<file path="config.mk">
export PLATFORM = sky130hd
export DESIGN_NAME = qerv_bufreg2_ctrl_flat
export DESIGN_NICKNAME = d
export VERILOG_FILES = /design/src/rtl/qerv_pkg.sv /design/src/rtl/qerv_bufreg2_ctrl_if.sv /design/src/rtl/qerv_pass_cnt.sv /design/src/rtl/qerv_bufreg2_ctrl.sv /design/src/flat_wrapper.sv
export SDC_FILE = /design/constraint.sdc
export NUM_CORES = 1
export LEC_CHECK = 0
export BUFFER_PORTS_ARGS = -buffer_cell sky130_fd_sc_hd__buf_2
export CELL_PAD_IN_SITES_DETAIL_PLACEMENT = 0
export CELL_PAD_IN_SITES_GLOBAL_PLACEMENT = 1
export CORE_MARGIN = 2
export CORE_UTILIZATION = 38
export CTS_CLUSTER_DIAMETER = 200
export DETAILED_ROUTE_END_ITERATION = 7
export PLACE_DENSITY = 0.84
export SETUP_SLACK_MARGIN = 0.02
export SLEW_MARGIN = 20
export SYNTH_ARGS = -nofsm -noshare
export SYNTH_HDL_FRONTEND = slang
export SYNTH_SLANG_ARGS = --single-unit
</file>
<file path="constraint.sdc">
create_clock -name i_clk -period 1.9 [get_ports i_clk]
set_input_delay 0.19 -clock i_clk [delete_from_list [all_inputs] [get_ports i_clk]]
set_output_delay 0.19 -clock i_clk [all_outputs]
set_load 0.05 [all_outputs]
</file>
<file path="src/rtl/qerv_pkg.sv">
// Shared types for the bufreg2 sequencer: FSM states, access-size codes
// and the Wishbone byte-lane decode.
package qerv_pkg;

   typedef enum logic [2:0] {
      IDLE,
      INIT,
      BUS,
      SHIFT,
      RUN,
      DONE
   } state_t;

   localparam logic [1:0] SZ_B = 2'd0;
   localparam logic [1:0] SZ_H = 2'd1;
   localparam logic [1:0] SZ_W = 2'd2;

   // Misaligned half/byte lanes simply fall off the top of the 4-bit mask.
   function automatic logic [3:0] wb_sel_dec(input logic [1:0] size, input logic [1:0] lsb);
      logic [3:0] sel;
      case (size)
         SZ_B:    sel = 4'b0001 << lsb;
         SZ_H:    sel = 4'b0011 << lsb;
         SZ_W:    sel = 4'b1111;
         default: sel = 4'b1111;
      endcase
      return sel;
   endfunction

endpackage

</file>
<file path="src/rtl/qerv_bufreg2_ctrl_if.sv">
// Wishbone data-bus signals between the bufreg2 sequencer and memory.
// stb is not carried separately: it is always equal to cyc.
interface qerv_bufreg2_ctrl_if;
   logic       o_wb_cyc;
   logic       o_wb_we;
   logic [3:0] o_wb_sel;
   logic       i_wb_ack;

   modport master (output o_wb_cyc, output o_wb_we, output o_wb_sel, input  i_wb_ack);
   modport slave  (input  o_wb_cyc, input  o_wb_we, input  o_wb_sel, output i_wb_ack);
endinterface

</file>
<file path="src/rtl/qerv_pass_cnt.sv">
// Pass counter for one 32-bit bit-serial pass of W bits per cycle.
// Reports the current bit position and the last cycle of the pass.
module qerv_pass_cnt #(
   parameter int BITS_PER_CYCLE = 1,
   parameter int LB             = $clog2(BITS_PER_CYCLE)
) (
   input  logic       i_clk,
   input  logic       i_rst_n,
   input  logic       i_clr,
   input  logic       i_en,
   output logic       o_cnt_done,
   output logic [4:0] o_p
);
   localparam int CW = 5 - LB;

   logic [CW-1:0] cnt;

   always_ff @(posedge i_clk or negedge i_rst_n) begin
      if (!i_rst_n)
         cnt <= '0;
      else if (i_clr)
         cnt <= '0;
      else if (i_en)
         cnt <= cnt + 1'b1;
   end

   assign o_cnt_done = i_en & (cnt == {CW{1'b1}});
   assign o_p        = 5'(cnt) << LB;

endmodule

</file>
<file path="src/rtl/qerv_bufreg2_ctrl.sv">
// Sequencer for the shared bit-serial buffer used by loads, stores and shifts:
// buffer strobes, Wishbone handshake, shift hold and a one-cycle done pulse.
module qerv_bufreg2_ctrl
   import qerv_pkg::*;
#(
   parameter int BITS_PER_CYCLE = 1,
   parameter int LB             = $clog2(BITS_PER_CYCLE)
) (
   input  logic                     i_clk,
   input  logic                     i_rst_n,
   input  logic                     i_start,
   input  logic                     i_mem_op,
   input  logic                     i_store,
   input  logic                     i_shift_op,
   input  logic [1:0]               i_size,
   input  logic [1:0]               i_lsb,
   input  logic                     i_sh_done,
   qerv_bufreg2_ctrl_if.master      wb,
   output logic                     o_init,
   output logic                     o_en,
   output logic                     o_cnt_done,
   output logic                     o_byte_valid,
   output logic                     o_load,
   output logic [1:0]               o_lsb,
   output logic                     o_busy,
   output logic                     o_done
);

   state_t     state, state_nxt;
   logic [1:0] lsb_q, size_q;
   logic       store_q, mem_q, cyc_q;
   logic       accept, in_pass, cnt_done, load, bv;
   logic [4:0] p;

   assign accept  = i_start & (state == IDLE) & (i_mem_op | i_shift_op);
   assign in_pass = (state == INIT) | (state == RUN);

   // Held at zero outside INIT/RUN, so every pass starts from bit 0.
   qerv_pass_cnt #(
      .BITS_PER_CYCLE (BITS_PER_CYCLE),
      .LB             (LB)
   ) u_pass_cnt (
      .i_clk      (i_clk),
      .i_rst_n    (i_rst_n),
      .i_clr      (!in_pass),
      .i_en       (in_pass),
      .o_cnt_done (cnt_done),
      .o_p        (p)
   );

   always_ff @(posedge i_clk or negedge i_rst_n) begin
      if (!i_rst_n) begin
         state   <= IDLE;
         cyc_q   <= 1'b0;
         lsb_q   <= 2'd0;
         size_q  <= 2'd0;
         store_q <= 1'b0;
         mem_q   <= 1'b0;
      end else begin
         state <= state_nxt;
         cyc_q <= (state_nxt == BUS);
         if (accept) begin
            lsb_q   <= i_lsb;
            size_q  <= i_size;
            store_q <= i_store;
            mem_q   <= i_mem_op;
         end
      end
   end

   always_comb begin
      state_nxt = state;
      load      = 1'b0;
      bv        = 1'b0;
      case (state)
         IDLE: if (accept) state_nxt = INIT;
         INIT: begin
            // Store data is trimmed so rs2 ends up aligned to byte lane lsb.
            if (mem_q & store_q)
               bv = ({1'b0, p} < (6'd32 - {1'b0, lsb_q, 3'b000}));
            else
               bv = 1'b1;
            if (cnt_done) state_nxt = mem_q ? BUS : SHIFT;
         end
         BUS: begin
            if (wb.i_wb_ack) begin
               load      = !store_q;
               state_nxt = store_q ? DONE : RUN;
            end
         end
         SHIFT: if (i_sh_done) state_nxt = RUN;
         RUN: begin
            // Loads stop shifting past the access size so the buffer holds for extension.
            bv = mem_q ? ({2'b00, p} < (7'd8 << size_q)) : 1'b1;
            if (cnt_done) state_nxt = DONE;
         end
         DONE:    state_nxt = IDLE;
         default: state_nxt = IDLE;
      endcase
   end

   assign o_init       = (state == INIT);
   assign o_en         = in_pass;
   assign o_cnt_done   = cnt_done;
   assign o_byte_valid = bv;
   assign o_load       = load;
   assign o_lsb        = lsb_q;
   assign o_busy       = (state != IDLE);
   assign o_done       = (state == DONE);

   assign wb.o_wb_cyc = cyc_q;
   assign wb.o_wb_we  = cyc_q & store_q;
   assign wb.o_wb_sel = cyc_q ? wb_sel_dec(size_q, lsb_q) : 4'b0000;

endmodule

</file>
<file path="src/flat_wrapper.sv">
// flat-port wrapper written by rule: the top's interface ports become plain ports
module qerv_bufreg2_ctrl_flat import qerv_pkg::*;
#(
   parameter int BITS_PER_CYCLE = 1,
   parameter int LB             = $clog2(BITS_PER_CYCLE)
)
  (i_clk, i_rst_n, i_start, i_mem_op, i_store, i_shift_op, i_size, i_lsb, i_sh_done, o_init, o_en, o_cnt_done, o_byte_valid, o_load, o_lsb, o_busy, o_done, wb_o_wb_cyc, wb_o_wb_we, wb_o_wb_sel, wb_i_wb_ack);
  qerv_bufreg2_ctrl_if wb_i ();
  input  logic i_clk;
  input  logic i_rst_n;
  input  logic i_start;
  input  logic i_mem_op;
  input  logic i_store;
  input  logic i_shift_op;
  input  logic [1:0] i_size;
  input  logic [1:0] i_lsb;
  input  logic i_sh_done;
  output logic o_init;
  output logic o_en;
  output logic o_cnt_done;
  output logic o_byte_valid;
  output logic o_load;
  output logic [1:0] o_lsb;
  output logic o_busy;
  output logic o_done;
  output wire logic [$bits(wb_i.o_wb_cyc)-1:0] wb_o_wb_cyc;
  output wire logic [$bits(wb_i.o_wb_we)-1:0] wb_o_wb_we;
  output wire logic [$bits(wb_i.o_wb_sel)-1:0] wb_o_wb_sel;
  input wire logic [$bits(wb_i.i_wb_ack)-1:0] wb_i_wb_ack;
  assign wb_o_wb_cyc = wb_i.o_wb_cyc;
  assign wb_o_wb_we = wb_i.o_wb_we;
  assign wb_o_wb_sel = wb_i.o_wb_sel;
  assign wb_i.i_wb_ack = wb_i_wb_ack;
  qerv_bufreg2_ctrl #(.BITS_PER_CYCLE(BITS_PER_CYCLE), .LB(LB)) u_core (.i_clk(i_clk), .i_rst_n(i_rst_n), .i_start(i_start), .i_mem_op(i_mem_op), .i_store(i_store), .i_shift_op(i_shift_op), .i_size(i_size), .i_lsb(i_lsb), .i_sh_done(i_sh_done), .wb(wb_i), .o_init(o_init), .o_en(o_en), .o_cnt_done(o_cnt_done), .o_byte_valid(o_byte_valid), .o_load(o_load), .o_lsb(o_lsb), .o_busy(o_busy), .o_done(o_done));
endmodule
</file>
==> metrics.md <==
| Metric | Value |
|---|---|
| # clock sinks | 15 |
| Warnings, synthesis | 0 |
| Synth Area in Adders | 7.92% |
| CTS root buf | clkbuf_4 |
| DR top layer | met4 |
| Type of the tightest min-delay check | in2reg |
| Post-Place Worst Slack | 0.0293 ns |
| Clk Latency, worst-skew pair | 0.28 ns |
| Slew headroom | 76.1% |
| DR WL met2 | 1010 um |
| Crit-path cells | inv_2, ha_4, inv_2, ha_4, a211o_1, a31oi_2, buf_6 |
| Antenna diodes | 0 |
| Syn Inst Count | 91 |
| Initial Util | 39.4% |
| H-Tree Depth | 1 |
| Fin. Hold Viols | 0 |
| Met1 wire length | 955 um |
| Failing checks | negative setup slack |
| Final WS setup | -0.178 ns |
| Die area | 0.00291 mm^2 |
| Final Power | 2.08 mW |
| Initial antenna violation count | 0 |
| Synth Net Count | 109 |
| Setup repair after global routing missed its margin | true |
| Synth top area cells | dfrtp_1 40%, ha_1 7.9%, mux2_1 5.9% |
| Post-Synth XOR/XNOR Area | 1.85% |
| DR DRC count | 0 |
| I/O Pins | 27 |
| Startpoint types | flip-flop |
| Maxcap violations | 0 |
| Synth cell types | 38 |
| Placer congestion estimate | 0.709 |
| CP max stage delay | 0.40 ns |
| Row cnt | 18 |
| Global route overflow | 0 |
| Met3 wire length | 73 um |
| Cts bufs inserted | 3 |
| Worst-path fanout max | 4 |
| Tcrit/Tclk final | 109% |
| Max-slew violations | 0 |
| DR WL/cell | 13.1 um |
| Core Util, Final | 53.4% |
| Post-Syn Area | 948 um^2 |
| PortBufs | 26 |
| Core box area | 0.00241 mm^2 |
| Router iterations before antenna repair | 1 |
| Largest family of logic cells by synthesized area | simple AND/OR/NAND/NOR gates |
| Post-synth top area share | 39.6% |
| First-pass GRT wire length | 3030 um |
| Final nets | 145 |
| Status | finished with violations |
| Register bit count reported by yosys | 15 |
| Worst EP arrival | 1.89 ns |
| Sequential area share after synthesis | 39.6% |
| Endpoints failing setup | 1 |
| Routed vias | 792 |
| Critical-path cell with the highest stage delay | dfrtp_1 |
| Final worst path period need | 2.08 ns |
| Pleak | 0.626 nW |
| Area share of and/or/nand/nor cells after synthesis | 23.9% |
| CP required | 1.71 ns |
| Largest net degree at the start of global routing | 16 |
| Worst slew pin tran | 0.358 ns |
| Hold_ws | 0.122 ns |
| Multiplexer share of the synthesized area | 6.99% |
| Die W | 54.0 um |
| Post-Syn Area per Cell | 10.4 um^2 |
| Worst setup EP type | output port |
| DR vias/cell | 5.08 |
| CTS tree | done |
| CTS clk-pin slew, worst paths | 0.09 ns |
| Yosys top cell by area | dfrtp_1 |
| Maximum vdd ir drop | 0.847 mV |
| Pwr Density | 1620 mW/mm^2 |
| WL final | 2050 um |
| Max Fclk | 481 MHz |
| Clk buf depth | 2 |
| Synth Area in Compound Gates | 14.5% |
| Number of global-route vias before repair | 688 |
| Share of cells above drive strength 1 | 46.0% |
| Clock Skews | 0.0103 ns |
| Crit Path Class | reg2out |
| Final ANT Viol Nets | 0 |
| All-Layer GR Usage | 14.6% |
| Die height | 54.0 um |
| Initial DRC count | 0 |
| Synth-to-Final Area Change | 35.8% |
| HPWL Detailed | 1510 um |
| Setup_tns | -0.178 ns |
## synth_stat cells
| cell | count |
|---|---|
| dfrtp_1 | 15 |
| nor2_1 | 9 |
| ha_1 | 6 |
| nand2b_1 | 6 |
| and2_1 | 5 |
| inv_1 | 5 |
| mux2_1 | 5 |
| o21a_1 | 3 |
| a211o_1 | 2 |
| a21oi_1 | 2 |
| and3_1 | 2 |
| buf_6 | 2 |
| nand2_1 | 2 |
| nor2b_4 | 2 |
| o21ai_1 | 2 |
| a2111oi_2 | 1 |
| a21o_1 | 1 |
| a22o_1 | 1 |
| a22oi_1 | 1 |
| a31oi_1 | 1 |
| buf_2 | 1 |
| inv_2 | 1 |
| mux2i_1 | 1 |
| nand3_1 | 1 |
| nand3b_1 | 1 |
| nor2b_1 | 1 |
| nor3_1 | 1 |
| nor3b_1 | 1 |
| nor4b_1 | 1 |
| nor4b_4 | 1 |
| o21a_2 | 1 |
| o22ai_1 | 1 |
| o31a_1 | 1 |
| o41ai_1 | 1 |
| or2_2 | 1 |
| or3_1 | 1 |
| xnor2_1 | 1 |
| xor2_1 | 1 |
## routing by layer
| metal | vias to the layer above | track usage (%) |
|---|---|---|
| met3 | 2 | 1.67 |
| met2 | 11 | 22.2 |
| met1 | 385 | 20.4 |
| met4 | 0 | 7.69 |
| met5 | - | 0 |
| li1 | 394 | - |
## where the power goes
group          switching (mW)  total, mW  internal [mW]
clock                  0.0994      0.178         0.0781
combinational           0.722       1.30          0.578
sequential              0.157      0.605          0.449
## critical path: cells and delay by family (launching register included)
kind	cells	cell delay (ns)
AO/OA/AOI/OAI	2	0.48
adder cells (fa/ha/maj)	2	0.39
buffers and inverters	3	0.34
flip-flops	1	0.40
## logic make-up (layout without fill, tap and decap cells)
family | Yosys count | in the layout
buffers and inverters | 9 | 44
multiplexers | 6 | 6
AND/OR/NAND/NOR | 35 | 35
AO/OA/AOI/OAI | 18 | 18
XOR/XNOR | 2 | 2
flip-flops | 15 | 15
adder cells (fa/ha/maj) | 6 | 6
## state kept, by name, indices dropped and copies added, names as in the netlist
register / count
u_core.mem_q: 1
u_core.o_lsb: 2
u_core.size_q: 2
u_core.state: 3
u_core.store_q: 1
u_core.u_pass_cnt.o_p: 5
u_core.wb.o_wb_cyc: 1
## metrics by stage
step                area (um^2)  cells
floorplan                   966     91
global placement           1140    149
detailed placement         1140    149
CTS                        1230    154
global route               1290    156
finish                     1290    156
## area by class of cell
cell class | instances | area [um^2]
Sequential cell | 15 | 378
Clock inverter | 1 | 5.00
Timing Repair Buffer | 34 | 205
Fill cell | 221 | 1120
Tap cell | 30 | 37.5
Multi-Input combinational cell | 67 | 617
Clock buffer | 3 | 22.5
Inverter | 6 | 22.5
## path summary, 6_finish.rpt
check / startpoint / end / slack [ns] / depth (start not counted)
setup / recovery: u_core.o_lsb[1] / o_byte_valid / -0.18 / 7
hold / removal: i_size[0] / u_core.size_q[0] / 0.12 / 2
setup reg to reg: u_core.u_pass_cnt.o_p[0] / u_core.wb.o_wb_cyc / 0.19 / 5
hold reg to reg: u_core.u_pass_cnt.o_p[0] / u_core.u_pass_cnt.o_p[0] / 0.54 / 2
max in group asynchronous: i_rst_n / u_core.state[0] / 1.32 / 2
min in group asynchronous: i_rst_n / u_core.size_q[0] / 0.32 / 2
## layout by cell type, fill, tap and decap left out, types with 2 or more instances in the layout
cell type,netlist,routed
buf_2,1,24
inv_1,5,3
dfrtp_1,15,13
and2_1,5,5
ha_1,6,3
dfrtp_2,0,2
clkbuf_4,0,3
nor2_1,9,8
buf_4,0,7
a211o_1,2,2
nand2_1,2,2
inv_2,1,3
nor2b_4,2,2
o21ai_1,2,2
o21a_1,3,3
nand2b_1,6,5
and3_1,2,2
a21oi_1,2,2
ha_4,0,3
buf_6,2,2
mux2_1,5,5
## timing repair
item                                    CTS  global route
setup buffers                             0             2
hold buffers                              1             0
endpoints found under the setup margin    2             2
hold endpoints to repair                 15             0
resized for setup                        11             7
pin swaps                                 1             3
Note: power is estimated with default switching activity, not from simulation.
